`src/rtl/glove_window_builder.sv`:
```
// Sliding-window frame builder for the recognition core: baseline removal with
// saturation, DEPTH-step window, HOP-paced frame emission and baseline calibration.
module glove_window_builder #(
  parameter int CH       = 8,
  parameter int DEPTH    = 5,
  parameter int HOP      = 1,
  parameter int CAL_LOG2 = 4
) (
  input  logic                       i_clk,
  input  logic                       i_rst_n,
  input  logic                       i_valid,
  input  logic [CH-1:0][15:0]        i_step,
  input  logic                       i_ready,
  input  logic                       i_cal,
  input  logic                       i_flush,
  output logic                       o_next,
  output logic [CH*DEPTH-1:0][15:0]  o_data,
  output logic                       o_calibrating,
  output logic [15:0]                o_overrun
);

  localparam int FW = $clog2(DEPTH + 1);
  localparam int HW = $clog2(HOP + 1);
  localparam int AW = 16 + CAL_LOG2;
  localparam int CW = CAL_LOG2 + 1;

  typedef enum logic [1:0] {S_FILL, S_RUN, S_CAL} state_t;

  state_t                      state, state_n;
  logic [FW-1:0]               fill, fill_n;
  logic [HW-1:0]               hop, hop_n;
  logic [CW-1:0]               cal_cnt, cal_cnt_n;
  logic [DEPTH-1:0][CH-1:0][15:0] win, win_n;
  logic [CH-1:0][AW-1:0]       acc, acc_n;
  logic [CH-1:0][15:0]         base, base_n;
  logic [CH-1:0][15:0]         step_adj;
  logic                        ovr_inc;
  logic                        emit;

  always_comb begin
    logic signed [16:0] d;
    d = '0;
    step_adj = '0;
    for (int unsigned c = 0; c < CH; c++) begin
      d = $signed({i_step[c][15], i_step[c]}) - $signed({base[c][15], base[c]});
      if (d > 17'sd32767)
        step_adj[c] = 16'h7fff;
      else if (d < -17'sd32768)
        step_adj[c] = 16'h8000;
      else
        step_adj[c] = d[15:0];
    end
  end

  always_comb begin
    state_n   = state;
    fill_n    = fill;
    hop_n     = hop;
    cal_cnt_n = cal_cnt;
    win_n     = win;
    acc_n     = acc;
    base_n    = base;
    ovr_inc   = 1'b0;
    emit      = 1'b0;

    if (i_flush) begin
      state_n   = S_FILL;
      fill_n    = '0;
      hop_n     = '0;
      cal_cnt_n = '0;
    end else if (state == S_CAL || i_cal) begin
      if (state != S_CAL) begin
        state_n   = S_CAL;
        acc_n     = '0;
        cal_cnt_n = '0;
      end
      if (i_valid) begin
        for (int unsigned c = 0; c < CH; c++)
          acc_n[c] = acc_n[c] + AW'($signed(i_step[c]));
        cal_cnt_n = cal_cnt_n + 1'b1;
        if (cal_cnt_n == CW'(2 ** CAL_LOG2)) begin
          for (int unsigned c = 0; c < CH; c++)
            base_n[c] = 16'($signed(acc_n[c]) >>> CAL_LOG2);
          state_n   = S_FILL;
          fill_n    = '0;
          hop_n     = '0;
          cal_cnt_n = '0;
        end
      end
    end else if (i_valid) begin
      // Kept as a shift register so index 0 is always the oldest step;
      // observably identical to a circular buffer read out oldest-first.
      win_n = {step_adj, win[DEPTH-1:1]};
      if (fill != FW'(DEPTH))
        fill_n = fill + 1'b1;
      if (fill_n == FW'(DEPTH))
        state_n = S_RUN;
      // Overrun only counts while a full window is waiting on i_ready.
      if (hop == HW'(HOP))
        ovr_inc = (state == S_RUN);
      else
        hop_n = hop + 1'b1;
    end

    emit = (state_n == S_RUN) && (hop_n >= HW'(HOP)) && i_ready;
    if (emit)
      hop_n = '0;
  end

  always_ff @(posedge i_clk or negedge i_rst_n) begin
    if (!i_rst_n) begin
      state     <= S_FILL;
      fill      <= '0;
      hop       <= '0;
      cal_cnt   <= '0;
      win       <= '0;
      acc       <= '0;
      base      <= '0;
      o_next    <= 1'b0;
      o_data    <= '0;
      o_overrun <= '0;
    end else begin
      state   <= state_n;
      fill    <= fill_n;
      hop     <= hop_n;
      cal_cnt <= cal_cnt_n;
      win     <= win_n;
      acc     <= acc_n;
      base    <= base_n;
      o_next  <= emit;
      if (emit)
        o_data <= win_n;
      if (ovr_inc && o_overrun != '1)
        o_overrun <= o_overrun + 1'b1;
    end
  end

  assign o_calibrating = (state == S_CAL);

endmodule

```
`config.mk`:
```
export PLATFORM = sky130hd
export DESIGN_NAME = glove_window_builder
export DESIGN_NICKNAME = d
export VERILOG_FILES = /design/src/rtl/glove_window_builder.sv
export SDC_FILE = /design/constraint.sdc
export NUM_CORES = 2
export LEC_CHECK = 0
export CAP_MARGIN = 20
export CELL_PAD_IN_SITES_DETAIL_PLACEMENT = 1
export CELL_PAD_IN_SITES_GLOBAL_PLACEMENT = 2
export CORE_ASPECT_RATIO = 1.2
export CORE_MARGIN = 1.5
export CORE_UTILIZATION = 33
export DETAILED_ROUTE_END_ITERATION = 8
export GPL_TIMING_DRIVEN = 0
export PLACE_DENSITY = 0.83
export SLEW_MARGIN = 0
export SYNTH_ARGS = -nofsm -noshare
export SYNTH_HDL_FRONTEND = slang
export SYNTH_SLANG_ARGS = --single-unit
```
`constraint.sdc`:
```
create_clock -name i_clk -period 3.84 [get_ports i_clk]
set_input_delay 0.768 -clock i_clk [delete_from_list [all_inputs] [get_ports i_clk]]
set_output_delay 0.768 -clock i_clk [all_outputs]
set_load 0.01 [all_outputs]
```
## Word level (Yosys, flattened, before mapping)

Cells that the tools add are included.

- Add/sub/neg operators: 20
- Multiply operators: 0
- Div/mod/pow operators: 0
- Order comparisons: 17
- Equal/unequal tests: 9
- Shift-type cells: 0
- Multiplexer cells: 57
- Bitwise operators: 1
- Reductions and logical operators: 9

Operators by type and width:

| kind | count |
|---|---|
| $mux 640 | 3 |
| $mux 160 | 4 |
| $mux 16 | 16 |
| $add 20x20->20 | 8 |
| $gt 17x16->1 const B | 8 |
| $lt 17x16->1 const B | 8 |
| $sub 16x16->17 | 8 |
| $mux 5 | 7 |
| $mux 3 | 9 |
| $add 16x1->16 const B | 1 |
| $ne 16x16->1 const B | 1 |
| $mux 2 | 7 |
| $mux 1 | 11 |
| $add 5x1->5 const B | 1 |
| $eq 5x5->1 const B | 1 |
| $eq 2x1->1 const B | 2 |
| $reduce_and 2->1 | 2 |
| $reduce_and 4->1 | 1 |
| $reduce_bool 2->1 | 2 |
| $add 3x1->3 const B | 1 |
| $eq 3x3->1 const B | 1 |
| $logic_and 1x1->1 | 3 |
| $ne 3x2->1 const B | 1 |
| $ne 3x3->1 const B | 1 |
| 6 further kinds | 6 |

- Bits in registers: 1596
- Bits in latches: 0
- RAM bits: 0
- Bits in read-only memories: 0
- Input port bits: 134
- Output and inout port bits: 658
- Word-level logic and storage cells: 215
- Memories kept: 0

## Longest topological paths before layout

- Depth in word-level cells: 14
- Mapped depth: 18
- Mapped depth without buffers: 15

## Least setup slack after synthesis

Ideal clock, no wire load.

- Kind: reg-to-reg
- Start: register state[0]
- End: register base[106] (netlist name)
- Library setup time: 69 ps
- Data arrival time: 4034 ps
- Required time: 3771 ps
- Slack: -263 ps
- Stages on the path, launching flop included: 19
- Buffers on the path: 3
- Period minus slack after synthesis: 4103 ps
- Cells stage by stage: dfrtp_1 -> nand2b_1 -> inv_1 -> clkbuf_1 -> clkbuf_1 -> clkbuf_1 -> and2_1 -> ha_1 -> inv_1 -> fa_1 -> nor2b_1 -> o21a_1 -> o21ai_0 -> a211oi_1 -> nor2_1 -> o21ai_0 -> a21oi_1 -> or4b_2 -> nand3_1

- Cells in the longest elaborated chain, start to end: 7
- Elaborated cells on any way between the ends: 13
- Those cells by class: 2 x add/sub; 3 x eq/ne; 6 x mux; 2 x reduce/logical

RTL lines:

| element | RTL line | source |
|---|---|---|
| start: declaration | 29 | `state_t state, state_n;` |
| start signal: assignment | 123 | `state <= state_n;` |
| $ne 2x2->1 | 72 | `if (state != S_CAL) begin` |
| $mux 5 | 72 |  |
| $mux 5 | 71 | `end else if (state == S_CAL \|\| i_cal) begin` |
| $mux 5 | 66 | `if (i_flush) begin` |
| $add 5x1->5 | 80 | `cal_cnt_n = cal_cnt_n + 1'b1;` |
| $eq 5x5->1 | 81 | `if (cal_cnt_n == CW'(2 ** CAL_LOG2)) begin` |
| $reduce_and 4->1 (no source line) | n/a |  |
| end signal: assignment | 129 | `base <= base_n;` |
| end: declaration | 35 | `logic [CH-1:0][15:0] base, base_n;` |

Several ways; a longest one is shown, not always the timed one. The select of a mux whose other input is x is not followed.
A chain may end at the register's enable or synchronous reset.

## Worst setup path in the final report

- Start: register state[0]
- End: register acc[79] (netlist name)

- Cells in the longest elaborated chain, start to end: 6
- Elaborated cells on any way between the ends: 9
- Those cells by class: 1 x add/sub; 2 x eq/ne; 4 x mux; 2 x reduce/logical

RTL lines:

| element | RTL line | source |
|---|---|---|
| $ne 2x2->1 | 72 |  |
| $mux 160 | 72 |  |
| $mux 160 | 71 |  |
| $mux 160 | 66 |  |
| $add 20x20->20 | 79 | `acc_n[c] = acc_n[c] + AW'($signed(i_step[c]));` |
| $mux 160 | 77 | `if (i_valid) begin` |
| end signal: assignment | 128 | `acc <= acc_n;` |
| end: declaration | 34 | `logic [CH-1:0][AW-1:0] acc, acc_n;` |

Several ways; a longest one is shown, not always the timed one. The select of a mux whose other input is x is not followed.

==> flow_summary.json <==
{
  "outcome": "finished with violations",
  "violations": "hold timing, setup timing",
  "internal-power_w": 0.03176,
  "netlist_instances": 7254,
  "hpwl_mm": 237.1,
  "io_pins": 792,
  "cts_sinks": 1596,
  "final_common_cell": "nand2_1",
  "cts_buffers": 182,
  "crit_path_start_kind": "flop",
  "nets": 8788,
  "finalCriticalPeriod_ns": 3.905,
  "drt-total-wl_mm": 303.5,
  "stdcell_area_um2": 95780,
  "ys_seq_elements": 1596,
  "fin_setup_tns_ns": -0.1027,
  "finalCritPeriodShare_pct": 101.7,
  "cp.required_ns": 4.57,
  "placed_area_um2": 86770,
  "maxClockFrequency_mhz": 256.1,
  "drt-wirelength-per-cell_um": 26.46,
  "endpoint_kind": "flop",
  "hold_class": "in2async",
  "path_clk_slew_ns": 0.06,
  "avgSynthCellArea_um2": 10.26,
  "die_width_um": 436.5,
  "synthSimpleGateAreaFrac_pct": 15.88,
  "ys_warn_count": 0,
  "ff2ff_setup_slack_ns": -0.07,
  "path_buf_inv": 6,
  "nFillCells": 24580,
  "synth_edf_count": 0,
  "die_area_um2": 228400,
  "clk_latency_ns": 0.88,
  "area_growth_pct": 28.70,
  "worst_path_max_delay_cell": "a2111oi_4",
  "core_area_um2": 223700,
  "grt_pass1_vias": 63140,
  "gp_congestion": 0.9249,
  "setup_violations": 3,
  "total_power_w": 0.04476,
  "critical_path.max_fanout": 7,
  "grt_usage_pct": 25.90,
  "grt_setup_unrepaired": "yes",
  "synth-seq-area-share_pct": 53.67,
  "viasPerCell": 5.167,
  "p_sw_w": 0.01300,
  "cpMostUsedCell": "clkbuf_16",
  "clock_skew_ns": 0.08771,
  "powerDensity_nw_per_um2": 467.3,
  "final-seq-area_um2": 39940,
  "num_rows": 190,
  "drv_cap": 0,
  "layout-drive-gt1-share_pct": 16.53,
  "hold_viol": 12,
  "htreeDepth": 4,
  "slowest_delay_ns": 0.42,
  "drtAntennaViolNets": 0,
  "synthesis.area_um2": 74420,
  "die_h_um": 523.2,
  "dr.first_iter.drc_count": 3817,
  "fin_ws_ns": -0.06544,
  "ir_drop_mv": 0.3326,
  "synthArstFlopShare_pct": 100.0,
  "grt_pass1_wl_mm": 437.4,
  "clk_path_buf_depth": 4,
  "vias": 59280,
  "crit_type": "reg2reg",
  "reg2reg_depth": 18,
  "final_max_slew_viol_count": 0,
  "cp_top_family": "compound AO/OA/AOI/OAI gates",
  "clockPowerShare_pct": 39.3,
  "r2r_start": "state[0]",
  "synth.area.mux_share_pct": 9.025,
  "synth_fa_ha_area_share_pct": 5.377,
  "max-slew-margin-rel_pct": 23.55,
  "cts_root_buf": "clkbuf_16",
  "drc": 0,
  "start_util_pct": 33.27,
  "leakage_nw": 46.14,
  "worstReg2RegEnd": "acc[79]",
  "synth_xor_area_share_pct": 2.624,
  "p_sw_share_pct": 29.04,
  "cts_tree": "built",
  "crit_arrival_ns": 4.63,
  "tightest_slew_ns": 1.144,
  "fin_hold_ws_ns": -0.06965,
  "synth_nets": 7688,
  "path_cells": "nand2b_4, clkinvlp_4, clkbuf_16, clkbuf_16, buf_12, clkbuf_16, and2_4, ha_4, o21ai_2, o21bai_1, nand2_1, a2111oi_4, o2111ai_2, a31oi_4, xor2_2, buf_6, a22oi_2, a311oi_2",
  "seqPwrFrac_pct": 45.5,
  "globalRouteOverflowTotal": 0,
  "final_cell_mix": "1,976 x nand2_1, 1,596 x dfrtp_1, 788 x clkdlybuf4s50_1",
  "antenna_found_initial": 27,
  "io_buffers": 791,
  "p_comb_share_pct": 15.2,
  "synth_compound_area_share_pct": 10.69,
  "grt_max_degree": 178,
  "synth.distinct_cells": 86,
  "synth_top_family_by_area": "simple AND/OR/NAND/NOR gates",
  "synthFlopType": "dfrtp_1",
  "first_pass_iters": 5,
  "multi_input_area_um2": 33980
}
## synthesized netlist by cell type, drive strengths merged (85+ instances only)
master / count / area share [%]
a22o: 132 / 1.6
mux2: 589 / 8.9
xnor2: 138 / 1.6
and2: 167 / 1.4
xor2: 85 / 1.0
ha: 284 / 4.8
nand2: 1983 / 10
o21ai: 356 / 2.4
inv: 200 / 1.0
clkbuf: 284 / 1.4
nor2: 251 / 1.3
a21oi: 241 / 1.6
dfrtp: 1596 / 54
## cell families after synthesis
| logic type | count (synthesis) |
|---|---|
| compound gates | 1209 |
| mux | 597 |
| buf+inv | 531 |
| xor+xnor | 223 |
| simple gates | 2786 |
| flops | 1596 |
| fa+ha+maj | 312 |
## sequential cells by signal, indices dropped and copies added (netlist names)
| signal | flops |
|---|---|
| base | 128 |
| fill | 3 |
| cal_cnt | 5 |
| win | 640 |
| o_overrun | 16 |
| acc | 160 |
| o_data | 640 |
| state | 2 |
| hop | 1 |
| o_next | 1 |
## worst max-delay path by stage
stage	end	depth (start not counted)	startpoint	slack [ns]
2_1_floorplan	base[106]	18	state[0]	-0.02
3_3_place_gp	o_data[67]	1	i_rst_n	-71.99
3_5_place_dp	acc[79]	16	state[0]	-2.24
4_1_cts	o_data[153]	18	state[0]	-0.15
5_1_grt	base[59]	18	state[0]	-0.15
6_report	acc[79]	18	state[0]	-0.07
## per-stage QoR
stage | cells | util (%) | worst slack [ns]
floorplan | 7254 | - | -0.01806
global placement | 11020 | 38.47 | -71.99
detailed placement | 11050 | 38.79 | -2.238
CTS | 11410 | 42.09 | -0.1544
global route | 11470 | 42.81 | -0.1526
finish | 11470 | 42.81 | -0.06544
## area by class of cell
cell class	instances	area share, %
antenna	12	0.03135
buffer	328	1.931
clock buffer	269	5.466
clock inverter	45	0.6793
inverter	200	0.7904
multi-input combinational	5127	35.48
sequential	1596	41.70
tap	2976	3.888
timing repair buffer	919	10.03
## power by group through the flow
stage | registers, W | logic (W) | clock network [W]
after floorplan | 0.0200 | 0.00392 | 0
after global placement | 0.0207 | 0.00573 | 0
after detailed placement | 0.0206 | 0.00618 | 0
after CTS | 0.0203 | 0.00648 | 0.0180
after global routing | 0.0206 | 0.00755 | 0.0186
final | 0.0204 | 0.00679 | 0.0176
## per-layer routing
metal	track usage, %	vias up	share of wire [%]
li1	-	26930	-
met1	31.25	30410	41
met2	43.30	1373	48
met3	4.552	541	4.8
met4	15.39	28	7.0
met5	0	-	0.054
## what timing repair did
item                       4_1_cts  5_1_grt
gates resized for setup        308      240
pin swaps                       36       94
hold endpoints to repair       118        0
setup endpoints to repair     1617      675
cloned                           5        4
buffers inserted                36       47
hold buffers                     4        0
(Power assumes the default switching activity.)
